File: src/rtl/namuru_wb_dispatch_if.sv
// Wishbone slave bus plus per-channel request/done fan-out for namuru_wb_dispatch.
interface namuru_wb_dispatch_if #(
  parameter int unsigned NCH   = 12,
  parameter int unsigned CH_AW = 6
);
  logic [31:0]        wb_adr_i;
  logic [31:0]        wb_dat_i;
  logic [31:0]        wb_dat_o;
  logic [3:0]         wb_sel_i;
  logic               wb_stb_i;
  logic               wb_cyc_i;
  logic               wb_we_i;
  logic               wb_ack_o;
  logic [NCH-1:0]     ch_req_o;
  logic               ch_we_o;
  logic [CH_AW-1:0]   ch_adr_o;
  logic [31:0]        ch_dat_o;
  logic [3:0]         ch_sel_o;
  logic [NCH*32-1:0]  ch_dat_i;
  logic [NCH-1:0]     ch_done_i;

  modport slave (
    input  wb_adr_i, wb_dat_i, wb_sel_i, wb_stb_i, wb_cyc_i, wb_we_i, ch_dat_i, ch_done_i,
    output wb_dat_o, wb_ack_o, ch_req_o, ch_we_o, ch_adr_o, ch_dat_o, ch_sel_o
  );

  modport master (
    output wb_adr_i, wb_dat_i, wb_sel_i, wb_stb_i, wb_cyc_i, wb_we_i, ch_dat_i, ch_done_i,
    input  wb_dat_o, wb_ack_o, ch_req_o, ch_we_o, ch_adr_o, ch_dat_o, ch_sel_o
  );
endinterface

File: src/rtl/namuru_wb_dispatch.sv
// Wishbone dispatcher: routes accesses to NCH correlator channel windows or a
// global status block, with bounded channel handshakes and a dump interrupt.
module namuru_wb_dispatch #(
  parameter int unsigned NCH     = 12,
  parameter int unsigned CH_AW   = 6,
  parameter int unsigned TIMEOUT = 64
) (
  input  logic                   sys_clk,
  input  logic                   sys_rst,
  namuru_wb_dispatch_if.slave    bus,
  input  logic [NCH-1:0]         dump_i,
  output logic                   accum_int
);

  localparam int unsigned IW = 4;
  localparam int unsigned CW = 8;
  localparam logic [CH_AW-1:0] OFF_STATUS = CH_AW'(0);
  localparam logic [CH_AW-1:0] OFF_MASK   = CH_AW'(1);
  localparam logic [CH_AW-1:0] OFF_TMO    = CH_AW'(2);

  typedef enum logic [1:0] {S_IDLE, S_REQ, S_WAIT, S_ACK} state_e;

  state_e           state_q, state_d;
  logic             ack_q, ack_d;
  logic [31:0]      dat_q, dat_d;
  logic [NCH-1:0]   req_q, req_d;
  logic [NCH-1:0]   chsel_q, chsel_d;
  logic             we_q, we_d;
  logic [CH_AW-1:0] adr_q, adr_d;
  logic [31:0]      wdat_q, wdat_d;
  logic [3:0]       sel_q, sel_d;
  logic [CW-1:0]    cnt_q, cnt_d;
  logic [NCH-1:0]   status_q, status_d;
  logic [NCH-1:0]   mask_q, mask_d;
  logic [15:0]      tmo_q, tmo_d;
  logic             irq_q, irq_d;

  logic [CH_AW-1:0] off_c;
  logic [IW-1:0]    idx_c;
  logic             is_ch_c, is_glb_c, done_c;
  logic [31:0]      glb_rdata_c, ch_rdata_c, wmask_c;
  logic [NCH-1:0]   clr_c;
  logic             unused_adr_c;

  // Address decode; bits outside the window/index fields are don't-care
  assign off_c        = bus.wb_adr_i[CH_AW+1:2];
  assign idx_c        = bus.wb_adr_i[CH_AW+5:CH_AW+2];
  assign is_ch_c      = 32'(idx_c) < NCH;
  assign is_glb_c     = 32'(idx_c) == NCH;
  assign unused_adr_c = ^{bus.wb_adr_i[31:CH_AW+6], bus.wb_adr_i[1:0]};
  assign wmask_c      = {{8{bus.wb_sel_i[3]}}, {8{bus.wb_sel_i[2]}},
                         {8{bus.wb_sel_i[1]}}, {8{bus.wb_sel_i[0]}}};
  assign done_c       = |(bus.ch_done_i & chsel_q);

  always_comb begin
    glb_rdata_c = '0;
    if (off_c == OFF_STATUS)    glb_rdata_c = 32'(status_q);
    else if (off_c == OFF_MASK) glb_rdata_c = 32'(mask_q);
    else if (off_c == OFF_TMO)  glb_rdata_c = 32'(tmo_q);
  end

  always_comb begin
    ch_rdata_c = '0;
    for (int i = 0; i < NCH; i++) begin
      if (chsel_q[i]) ch_rdata_c = ch_rdata_c | bus.ch_dat_i[i*32 +: 32];
    end
  end

  always_comb begin
    state_d = state_q;
    ack_d   = 1'b0;
    dat_d   = '0;
    req_d   = '0;
    chsel_d = chsel_q;
    we_d    = we_q;
    adr_d   = adr_q;
    wdat_d  = wdat_q;
    sel_d   = sel_q;
    cnt_d   = cnt_q;
    mask_d  = mask_q;
    tmo_d   = tmo_q;
    clr_c   = '0;

    unique case (state_q)
      S_IDLE: begin
        if (bus.wb_cyc_i && bus.wb_stb_i) begin
          if (is_ch_c) begin
            state_d = S_REQ;
            req_d   = NCH'(1) << idx_c;
            chsel_d = NCH'(1) << idx_c;
            we_d    = bus.wb_we_i;
            adr_d   = off_c;
            wdat_d  = bus.wb_dat_i;
            sel_d   = bus.wb_sel_i;
            cnt_d   = '0;
          end else begin
            state_d = S_ACK;
            ack_d   = 1'b1;
            if (is_glb_c && bus.wb_we_i) begin
              if (off_c == OFF_MASK) begin
                mask_d = (mask_q & ~wmask_c[NCH-1:0]) | (bus.wb_dat_i[NCH-1:0] & wmask_c[NCH-1:0]);
              end
            end else if (is_glb_c) begin
              dat_d = glb_rdata_c;
              // Clear exactly what the reader saw; dumps landing now survive
              if (off_c == OFF_STATUS) clr_c = status_q;
            end
          end
        end
      end
      S_REQ, S_WAIT: begin
        cnt_d = cnt_q + CW'(1);
        if (done_c) begin
          state_d = S_ACK;
          ack_d   = 1'b1;
          dat_d   = we_q ? 32'h0 : ch_rdata_c;
        end else if (cnt_q == CW'(TIMEOUT - 1)) begin
          state_d = S_ACK;
          ack_d   = 1'b1;
          dat_d   = 32'hFFFF_FFFF;
          tmo_d   = (tmo_q == 16'hFFFF) ? tmo_q : tmo_q + 16'd1;
        end else begin
          state_d = S_WAIT;
        end
      end
      S_ACK:   state_d = S_IDLE;
      default: state_d = S_IDLE;
    endcase

    status_d = (status_q & ~clr_c) | dump_i;
    irq_d    = |(status_d & mask_q);
  end

  always_ff @(posedge sys_clk or posedge sys_rst) begin
    if (sys_rst) begin
      state_q  <= S_IDLE;
      ack_q    <= 1'b0;
      dat_q    <= '0;
      req_q    <= '0;
      chsel_q  <= '0;
      we_q     <= 1'b0;
      adr_q    <= '0;
      wdat_q   <= '0;
      sel_q    <= '0;
      cnt_q    <= '0;
      status_q <= '0;
      mask_q   <= '0;
      tmo_q    <= '0;
      irq_q    <= 1'b0;
    end else begin
      state_q  <= state_d;
      ack_q    <= ack_d;
      dat_q    <= dat_d;
      req_q    <= req_d;
      chsel_q  <= chsel_d;
      we_q     <= we_d;
      adr_q    <= adr_d;
      wdat_q   <= wdat_d;
      sel_q    <= sel_d;
      cnt_q    <= cnt_d;
      status_q <= status_d;
      mask_q   <= mask_d;
      tmo_q    <= tmo_d;
      irq_q    <= irq_d;
    end
  end

  assign bus.wb_ack_o = ack_q;
  assign bus.wb_dat_o = dat_q;
  assign bus.ch_req_o = req_q;
  assign bus.ch_we_o  = we_q;
  assign bus.ch_adr_o = adr_q;
  assign bus.ch_dat_o = wdat_q;
  assign bus.ch_sel_o = sel_q;
  assign accum_int    = irq_q;

endmodule

File: src/flat_wrapper.sv
// flat-port wrapper written by rule: the top's interface ports become plain ports
module namuru_wb_dispatch_flat 
#(
  parameter int unsigned NCH     = 12,
  parameter int unsigned CH_AW   = 6,
  parameter int unsigned TIMEOUT = 64
)
  (sys_clk, sys_rst, dump_i, accum_int, bus_wb_adr_i, bus_wb_dat_i, bus_wb_sel_i, bus_wb_stb_i, bus_wb_cyc_i, bus_wb_we_i, bus_ch_dat_i, bus_ch_done_i, bus_wb_dat_o, bus_wb_ack_o, bus_ch_req_o, bus_ch_we_o, bus_ch_adr_o, bus_ch_dat_o, bus_ch_sel_o);
  namuru_wb_dispatch_if #(.NCH(NCH), .CH_AW(CH_AW)) bus_i ();
  input  logic sys_clk;
  input  logic sys_rst;
  input  logic [NCH-1:0] dump_i;
  output logic accum_int;
  input wire logic [$bits(bus_i.wb_adr_i)-1:0] bus_wb_adr_i;
  input wire logic [$bits(bus_i.wb_dat_i)-1:0] bus_wb_dat_i;
  input wire logic [$bits(bus_i.wb_sel_i)-1:0] bus_wb_sel_i;
  input wire logic [$bits(bus_i.wb_stb_i)-1:0] bus_wb_stb_i;
  input wire logic [$bits(bus_i.wb_cyc_i)-1:0] bus_wb_cyc_i;
  input wire logic [$bits(bus_i.wb_we_i)-1:0] bus_wb_we_i;
  input wire logic [$bits(bus_i.ch_dat_i)-1:0] bus_ch_dat_i;
  input wire logic [$bits(bus_i.ch_done_i)-1:0] bus_ch_done_i;
  output wire logic [$bits(bus_i.wb_dat_o)-1:0] bus_wb_dat_o;
  output wire logic [$bits(bus_i.wb_ack_o)-1:0] bus_wb_ack_o;
  output wire logic [$bits(bus_i.ch_req_o)-1:0] bus_ch_req_o;
  output wire logic [$bits(bus_i.ch_we_o)-1:0] bus_ch_we_o;
  output wire logic [$bits(bus_i.ch_adr_o)-1:0] bus_ch_adr_o;
  output wire logic [$bits(bus_i.ch_dat_o)-1:0] bus_ch_dat_o;
  output wire logic [$bits(bus_i.ch_sel_o)-1:0] bus_ch_sel_o;
  assign bus_i.wb_adr_i = bus_wb_adr_i;
  assign bus_i.wb_dat_i = bus_wb_dat_i;
  assign bus_i.wb_sel_i = bus_wb_sel_i;
  assign bus_i.wb_stb_i = bus_wb_stb_i;
  assign bus_i.wb_cyc_i = bus_wb_cyc_i;
  assign bus_i.wb_we_i = bus_wb_we_i;
  assign bus_i.ch_dat_i = bus_ch_dat_i;
  assign bus_i.ch_done_i = bus_ch_done_i;
  assign bus_wb_dat_o = bus_i.wb_dat_o;
  assign bus_wb_ack_o = bus_i.wb_ack_o;
  assign bus_ch_req_o = bus_i.ch_req_o;
  assign bus_ch_we_o = bus_i.ch_we_o;
  assign bus_ch_adr_o = bus_i.ch_adr_o;
  assign bus_ch_dat_o = bus_i.ch_dat_o;
  assign bus_ch_sel_o = bus_i.ch_sel_o;
  namuru_wb_dispatch #(.NCH(NCH), .CH_AW(CH_AW), .TIMEOUT(TIMEOUT)) u_core (.sys_clk(sys_clk), .sys_rst(sys_rst), .bus(bus_i), .dump_i(dump_i), .accum_int(accum_int));
endmodule
File: config.mk
export PLATFORM = sky130hd
export DESIGN_NAME = namuru_wb_dispatch_flat
export DESIGN_NICKNAME = d
export VERILOG_FILES = /design/src/rtl/namuru_wb_dispatch_if.sv /design/src/rtl/namuru_wb_dispatch.sv /design/src/flat_wrapper.sv
export SDC_FILE = /design/constraint.sdc
export NUM_CORES = 1
export LEC_CHECK = 0
export CORE_AREA = 2 2 219 221
export CTS_BUF_LIST = sky130_fd_sc_hd__clkbuf_8 sky130_fd_sc_hd__clkbuf_16
export DETAILED_ROUTE_END_ITERATION = 6
export DIE_AREA = 0 0 221 223
export SYNTH_ARGS = -nofsm -noshare
export SYNTH_HDL_FRONTEND = slang
export SYNTH_SLANG_ARGS = --single-unit
File: constraint.sdc
create_clock -name sys_clk -period 8.95 [get_ports sys_clk]
set_clock_uncertainty 0.1 [all_clocks]
set_input_delay 1.79 -clock sys_clk [delete_from_list [all_inputs] [get_ports sys_clk]]
set_output_delay 1.79 -clock sys_clk [all_outputs]
set_load 0.1 [all_outputs]
==> results.py, run 1 <==
metrics = {
    "synth": {
        "ys_ff_latch": 151,
        "avgSynthCellArea_sq_um": 10.7,
        "synth_nets": 1266,
        "yosys.area.top_type": "dfrtp_1",
        "synth_top_area_share_pct": 45.1,
        "netlist_top_cells_count": "dfrtp_1 (151), a221oi_1 (108), a22o_1 (108), clkbuf_1 (64), mux2_2 (57)",
        "synth.distinct_cells": 49,
        "syn_inst": 780,
        "seq_area_frac_synth_pct": 45.1,
        "synthArstFlopShare_pct": 100,
        "synthMostInstantiatedCell": "dfrtp_1",
        "synth_edf_count": 0,
        "synth_ff_type": "dfrtp_1",
        "yosys_warnings": 0,
        "ys_top_cells_by_area": "dfrtp_1 (45%), a221oi_1 (11%), a22o_1 (11%)",
        "synth_area_sq_um": 8380,
    },
    "clock_tree": {
        "postCtsHoldBufs": 0,
        "path_clk_slew_ns": 0.07,
        "cts_resized": 0,
        "numClockSinks": 151,
        "cts_made_buffers": 17,
        "post-cts-setup-buffers": 0,
        "cts_max_path_buffers": 2,
        "cts_tree": "done",
        "cts-root-buf": "clkbuf_16",
        "clk-insertion-delay-late_ns": 0.43,
        "htreeDepth": 4,
    },
    "floorplan": {
        "die_w_um": 221,
        "start_util_pct": 17.8,
        "io_pins": 570,
        "dieArea_sq_um": 49300,
        "fp-row-count": 80,
        "core_area_sq_um": 47100,
        "die_y_um": 223,
    },
    "sta": {
        "hold_violations": 0,
        "fmax_ghz": 0.247,
        "fin_crit_sh_pct": 45.3,
        "setup_violations": 0,
        "fin_setup_tns_ns": 0,
        "min_period_ns": 4.06,
        "worst_pin_slew_ns": 1.11,
        "maxSlewViolCount": 0,
        "rsz0062_at_grt": "no",
        "max_slew_margin_pct": 25.7,
    },
    "worst_hold_path": {
        "worstHoldPathCells": 1,
        "hold_path_class": "register to register",
        "min_from": "u_core.bus.ch_dat_o[27]$_DFFE_PP0P_",
        "whs_endpoint": "u_core.bus.ch_dat_o[27]$_DFFE_PP0P_",
    },
    "critical_path": {
        "rr_worst_depth": 5,
        "regToRegEndpoint": "u_core.bus.wb_dat_o[4]$_DFF_PP0_",
        "crit_path_max_fanout": 8,
        "crit_type": "primary input to register",
        "rrSetupSlack_ns": 6.05,
        "worstPathCellList": "clkdlybuf4s50_1 > nand2_2 > or4b_4 > nor2b_1 > a221oi_1 > o22ai_1",
        "path_buf_inv": 1,
        "cp_slowest_stage_delay_ns": 0.72,
        "worstPathRequired_ns": 9.17,
        "end_kind": "register",
        "crit_family": "simple AND/OR/NAND/NOR gates",
        "critPathLaunchType": "primary input",
        "cpMaxStageDelayCell": "clkdlybuf4s50_1",
        "cp_num_cells": 6,
        "cp.arrival_ns": 4.28,
        "r2r_start": "u_core.chsel_q[1]$_DFFE_PP0P_",
    },
    "grt": {
        "antenna_found_initial": 16,
        "grt_pass1_vias": 10300,
        "grt_max_degree": 79,
        "grt_pass1_wl_mm": 74.6,
        "grt-ovfl-total": 0,
        "track_usage_pct": 20.9,
    },
    "drt": {
        "firstDrtPassIters": 5,
        "vias_per_cell": 5.02,
        "drt_wl_total_mm": 53.1,
        "drtIter0Drc": 627,
        "post_drt_wl_per_cell_um": 27.5,
        "drc": 0,
        "vias": 9669,
        "ant_nets": 0,
    },
    "flow_run": {
        "cap_violations": 0,
    },
    "finish": {
        "fin_nets": 1773,
        "final_core_util_pct": 32.0,
        "fillers": 4852,
        "area_growth_pct": 80.1,
        "drive_gt1_share_pct": 11.4,
    },
    "power_and_ir_drop": {
        "p_per_area_nw_per_um2": 296,
        "leakage_nw": 5.86,
        "ir_worst_vdd_mv": 0.290,
    },
    "placement": {
        "hpwlAfterDp_mm": 41.6,
        "portBuffers": 547,
        "place_congestion": 0.886,
    },
    "run_status": {
        "status": "finished, final reports clean",
    },
}
[how the worst max path moves through the flow]
| stage | startpoint | endpoint | slack, ns |
|---|---|---|---|
| 6_report | bus_wb_adr_i[10] | u_core.bus.wb_dat_o[8]$_DFF_PP0_ | 4.89 |
| 4_1_cts | bus_wb_adr_i[10] | u_core.bus.wb_dat_o[8]$_DFF_PP0_ | 4.90 |
| 2_1_floorplan | sys_rst | asynchronous set/reset pin | 3.00 |
| 5_1_grt | bus_wb_adr_i[10] | u_core.bus.wb_dat_o[8]$_DFF_PP0_ | 4.83 |
| 3_3_place_gp | bus_wb_adr_i[10] | u_core.bus.wb_dat_o[8]$_DFF_PP0_ | 4.52 |
| 3_5_place_dp | bus_wb_adr_i[10] | u_core.bus.wb_dat_o[8]$_DFF_PP0_ | 4.44 |
[cells by family (layout without fill, tap and decap cells)]
group / after synthesis / count (layout) / synth area share (%)
adder cells (fa/ha/maj): 5 / 5 / 0.747
other: 0 / 11 / 0
AO/OA/AOI/OAI: 339 / 339 / 32.6
buffers and inverters: 77 / 597 / 3.56
multiplexers: 58 / 58 / 7.78
AND/OR/NAND/NOR: 137 / 137 / 8.86
XOR/XNOR: 13 / 13 / 1.36
flip-flops: 151 / 151 / 45.1
[placed cells by master (no fill, tap or decap), types with 14 or more instances in the layout]
cell type	count
nand2_1	34
and3_1	14
clkbuf_16	17
nor2_1	18
buf_4	19
a221oi_1	108
a21o_1	25
mux2_2	57
dfrtp_1	139
a31o_2	16
nand3_1	14
nand4_1	14
a22o_1	108
clkdlybuf4s50_1	542
a21oi_1	30
[power breakdown]
| part | internal, W | switching [W] | leakage (nW) | total (W) |
|---|---|---|---|---|
| registers | 0.000847 | 0.000120 | 1.92 | 0.000966 |
| logic | 0.000875 | 0.00189 | 3.65 | 0.00276 |
| clock network | 0.000412 | 0.000333 | 0.295 | 0.000744 |
[cell type report]
type | instances | area [sq um] | share of cell area, %
Timing Repair Buffer | 561 | 5570 | 36.9
Clock buffer | 19 | 453 | 3.00
Multi-Input combinational cell | 552 | 4310 | 28.5
Sequential cell | 151 | 3790 | 25.1
Clock inverter | 13 | 149 | 0.987
Inverter | 4 | 20.0 | 0.133
Tap cell | 615 | 769 | 5.10
Antenna cell | 11 | 27.5 | 0.182
[layer usage]
metal / global-route usage (%) / share of wire (%) / vias to the layer above
met1: 23.9 / 39 / 4911
met2: 36.6 / 50 / 480
met5: 0 / 0.087 / -
met3: 6.16 / 7.2 / 68
li1: - / - / 4202
met4: 8.38 / 3.7 / 8
[metrics by stage]
step	instances	setup slack [ns]	total power [W]	cell area, sq um	hold slack [ns]
6_report	1926	4.89	0.00447	15100	0.406
5_1_grt	1925	4.83	0.00467	15100	0.424
4_1_cts	1915	4.90	0.00454	15100	0.406
2_1_floorplan	780	3.00	0.00274	8380	0.356
3_5_place_dp	1883	4.44	0.00377	14500	0.388
3_3_place_gp	1883	4.52	0.00375	14500	0.388
[sequential cells by signal, indices dropped and copies added, names as in the netlist, named ones only]
register             cells
u_core.bus.ch_adr_o      6
u_core.cnt_q             8
u_core.tmo_q            16
u_core.chsel_q          12
u_core.bus.ch_we_o       1
u_core.status_q         12
u_core.bus.ch_dat_o     32
u_core.bus.ch_sel_o      4
u_core.state_q           2
u_core.bus.wb_ack_o      1
u_core.bus.ch_req_o     12
u_core.accum_int         1
u_core.bus.wb_dat_o     32
Note: power is estimated with default switching activity, not from simulation.
==> inputs of run 2 (changes only) <==
--- a/config.mk
+++ b/config.mk
@@ -5,10 +5,10 @@
 export SDC_FILE = /design/constraint.sdc
 export NUM_CORES = 1
 export LEC_CHECK = 0
-export CORE_AREA = 2 2 219 221
+export CORE_AREA = 2 2 221 223
 export CTS_BUF_LIST = sky130_fd_sc_hd__clkbuf_8 sky130_fd_sc_hd__clkbuf_16
 export DETAILED_ROUTE_END_ITERATION = 6
-export DIE_AREA = 0 0 221 223
+export DIE_AREA = 0 0 223 225
 export SYNTH_ARGS = -nofsm -noshare
 export SYNTH_HDL_FRONTEND = slang
 export SYNTH_SLANG_ARGS = --single-unit
==> constraint.sdc (replaced) <==
create_clock -name sys_clk -period 3.9 [get_ports sys_clk]
set_clock_uncertainty 0.1 [all_clocks]
set_input_delay 0.78 -clock sys_clk [delete_from_list [all_inputs] [get_ports sys_clk]]
set_output_delay 0.78 -clock sys_clk [all_outputs]
set_load 0.1 [all_outputs]
==> run 2 against run 1 <==
Against the previous run: sequential share of layout area down 0.32 points; global-route usage decreased by 0.99 points; hold slack got worse by 0.0020 ns; total power grew 130%; routed wire length is 2.9% lower; combinational power rose by 130%; critical path depth did not move; core utilization is essentially flat; non-clock buffer count is 18 higher; largest cell class unchanged.
==> results.py, run 2 (synthesis results as in run 1) <==
metrics = {
    "critical_path": {
        "cpMaxStageDelayCell": "clkdlybuf4s50_1",
        "cp_slowest_stage_delay_ns": 0.63,
        "cp_num_cells": 6,
        "rr_worst_depth": 6,
        "regToRegEndpoint": "u_core.bus.wb_dat_o[1]$_DFF_PP0_",
        "crit_path_max_fanout": 8,
        "end_kind": "register",
        "critPathLaunchType": "primary input",
        "worstPathCellList": "clkdlybuf4s50_1 > nand2_2 > or4b_4 > nor2b_1 > a221oi_1 > a21oi_1",
        "endpoint": "u_core.bus.wb_dat_o[4]$_DFF_PP0_",
        "r2r_start": "u_core.chsel_q[5]$_DFFE_PP0P_",
        "cp.arrival_ns": 3.12,
        "crit_start": "bus_wb_adr_i[11]",
        "crit_family": "simple AND/OR/NAND/NOR gates",
        "rrSetupSlack_ns": 1.23,
        "crit_type": "primary input to register",
        "worstPathRequired_ns": 4.14,
        "path_buf_inv": 1,
    },
    "placement": {
        "place_congestion": 0.933,
        "hpwlAfterDp_mm": 41.7,
        "portBuffers": 547,
    },
    "power_and_ir_drop": {
        "ir_worst_vdd_mv": 0.654,
        "p_per_area_nw_per_um2": 683,
        "finalPower_w": 0.0104,
        "leakage_nw": 6.01,
    },
    "worst_hold_path": {
        "hold_path_class": "register to register",
    },
    "clock_tree": {
        "cts_max_path_buffers": 2,
        "postCtsHoldBufs": 0,
        "cts_made_buffers": 17,
        "post-cts-setup-buffers": 0,
        "numClockSinks": 151,
        "cts-root-buf": "clkbuf_16",
        "htreeDepth": 4,
        "cts_tree": "done",
        "path_clk_slew_ns": 0.06,
        "clk-insertion-delay-late_ns": 0.43,
        "cts_resized": 0,
    },
    "sta": {
        "hold_violations": 0,
        "timing.hold.ws_ns": 0.404,
        "max_slew_margin_pct": 27.8,
        "fin_crit_sh_pct": 73.7,
        "worst_pin_slew_ns": 1.08,
        "rsz0062_at_grt": "no",
        "maxSlewViolCount": 0,
        "fmax_ghz": 0.348,
        "fin_setup_tns_ns": 0,
        "setup_violations": 0,
        "min_period_ns": 2.87,
    },
    "finish": {
        "final_core_util_pct": 32.0,
        "fillers": 4928,
        "final_common_cell": "clkdlybuf4s50_1",
        "fin_nets": 1791,
        "final_cell_mix": "clkdlybuf4s50_1 (531), dfrtp_1 (150), a22o_1 (108), a221oi_1 (108), mux2_2 (57)",
        "drive_gt1_share_pct": 12.4,
        "area_growth_pct": 81.7,
    },
    "drt": {
        "drt_wl_total_mm": 51.5,
        "vias": 9573,
        "ant_nets": 0,
        "post_drt_wl_per_cell_um": 26.6,
        "drc": 0,
        "vias_per_cell": 4.95,
        "firstDrtPassIters": 7,
        "drtIter0Drc": 718,
    },
    "grt": {
        "track_usage_pct": 19.9,
        "grt-ovfl-total": 0,
        "antenna_found_initial": 1,
        "grt_pass1_vias": 9876,
        "grt_pass1_wl_mm": 71.8,
        "grt_max_degree": 59,
    },
    "floorplan": {
        "core_area_sq_um": 47500,
        "io_pins": 570,
        "fp-row-count": 80,
        "die_w_um": 223,
        "start_util_pct": 17.6,
        "die_y_um": 225,
        "dieArea_sq_um": 50200,
    },
    "run_status": {
        "status": "finished, final reports clean",
    },
    "flow_run": {
        "cap_violations": 0,
    },
}
run 2: how the worst min path moves through the flow:
stage          slack [ns]                                  end  depth (start not counted)                                start
2_1_floorplan        0.36          u_core.cnt_q[7]$_DFFE_PP0P_                          1          u_core.cnt_q[7]$_DFFE_PP0P_
3_3_place_gp         0.38          u_core.cnt_q[7]$_DFFE_PP0P_                          1          u_core.cnt_q[7]$_DFFE_PP0P_
3_5_place_dp         0.39   u_core.bus.ch_dat_o[4]$_DFFE_PP0P_                          1   u_core.bus.ch_dat_o[4]$_DFFE_PP0P_
4_1_cts              0.40          u_core.cnt_q[7]$_DFFE_PP0P_                          1          u_core.cnt_q[7]$_DFFE_PP0P_
5_1_grt              0.42  u_core.bus.ch_dat_o[22]$_DFFE_PP0P_                          1  u_core.bus.ch_dat_o[22]$_DFFE_PP0P_
6_report             0.40  u_core.bus.ch_dat_o[27]$_DFFE_PP0P_                          1  u_core.bus.ch_dat_o[27]$_DFFE_PP0P_
run 2: final cells by class:
class / instances / area, sq um / share of cell area (%)
clock inverter: 13 / 143 / 0.937
antenna: 1 / 2.50 / 0.0164
timing repair buffer: 579 / 5750 / 37.8
multi-input combinational: 552 / 4310 / 28.3
clock buffer: 19 / 453 / 2.98
inverter: 4 / 18.8 / 0.123
sequential: 151 / 3780 / 24.8
tap: 615 / 769 / 5.06
run 2: routing by layer:
| layer | global-route usage (%) | vias up | wire, um | part of all wire, % |
|---|---|---|---|---|
| met2 | 35.6 | 476 | 25900 | 50 |
| met1 | 24.4 | 4831 | 21300 | 41 |
| met3 | 4.46 | 35 | 3520 | 6.8 |
| met5 | 0 | - | 0 | 0 |
| met4 | 4.33 | 0 | 772 | 1.5 |
| li1 | - | 4231 | - | - |
run 2: metrics by stage:
step,area (sq um),setup slack (ns),instances
after global routing,15200,0.929,1934
after floorplan,8380,1.12,780
final,15200,1.03,1934
after CTS,15200,0.999,1933
after global placement,14600,0.684,1901
after detailed placement,14600,0.631,1901
run 2: report_power, final:
| part | internal, W | leakage [nW] | switching [W] |
|---|---|---|---|
| combinational | 0.00209 | 3.78 | 0.00431 |
| clock | 0.000983 | 0.295 | 0.000700 |
| sequential | 0.00194 | 1.94 | 0.000378 |
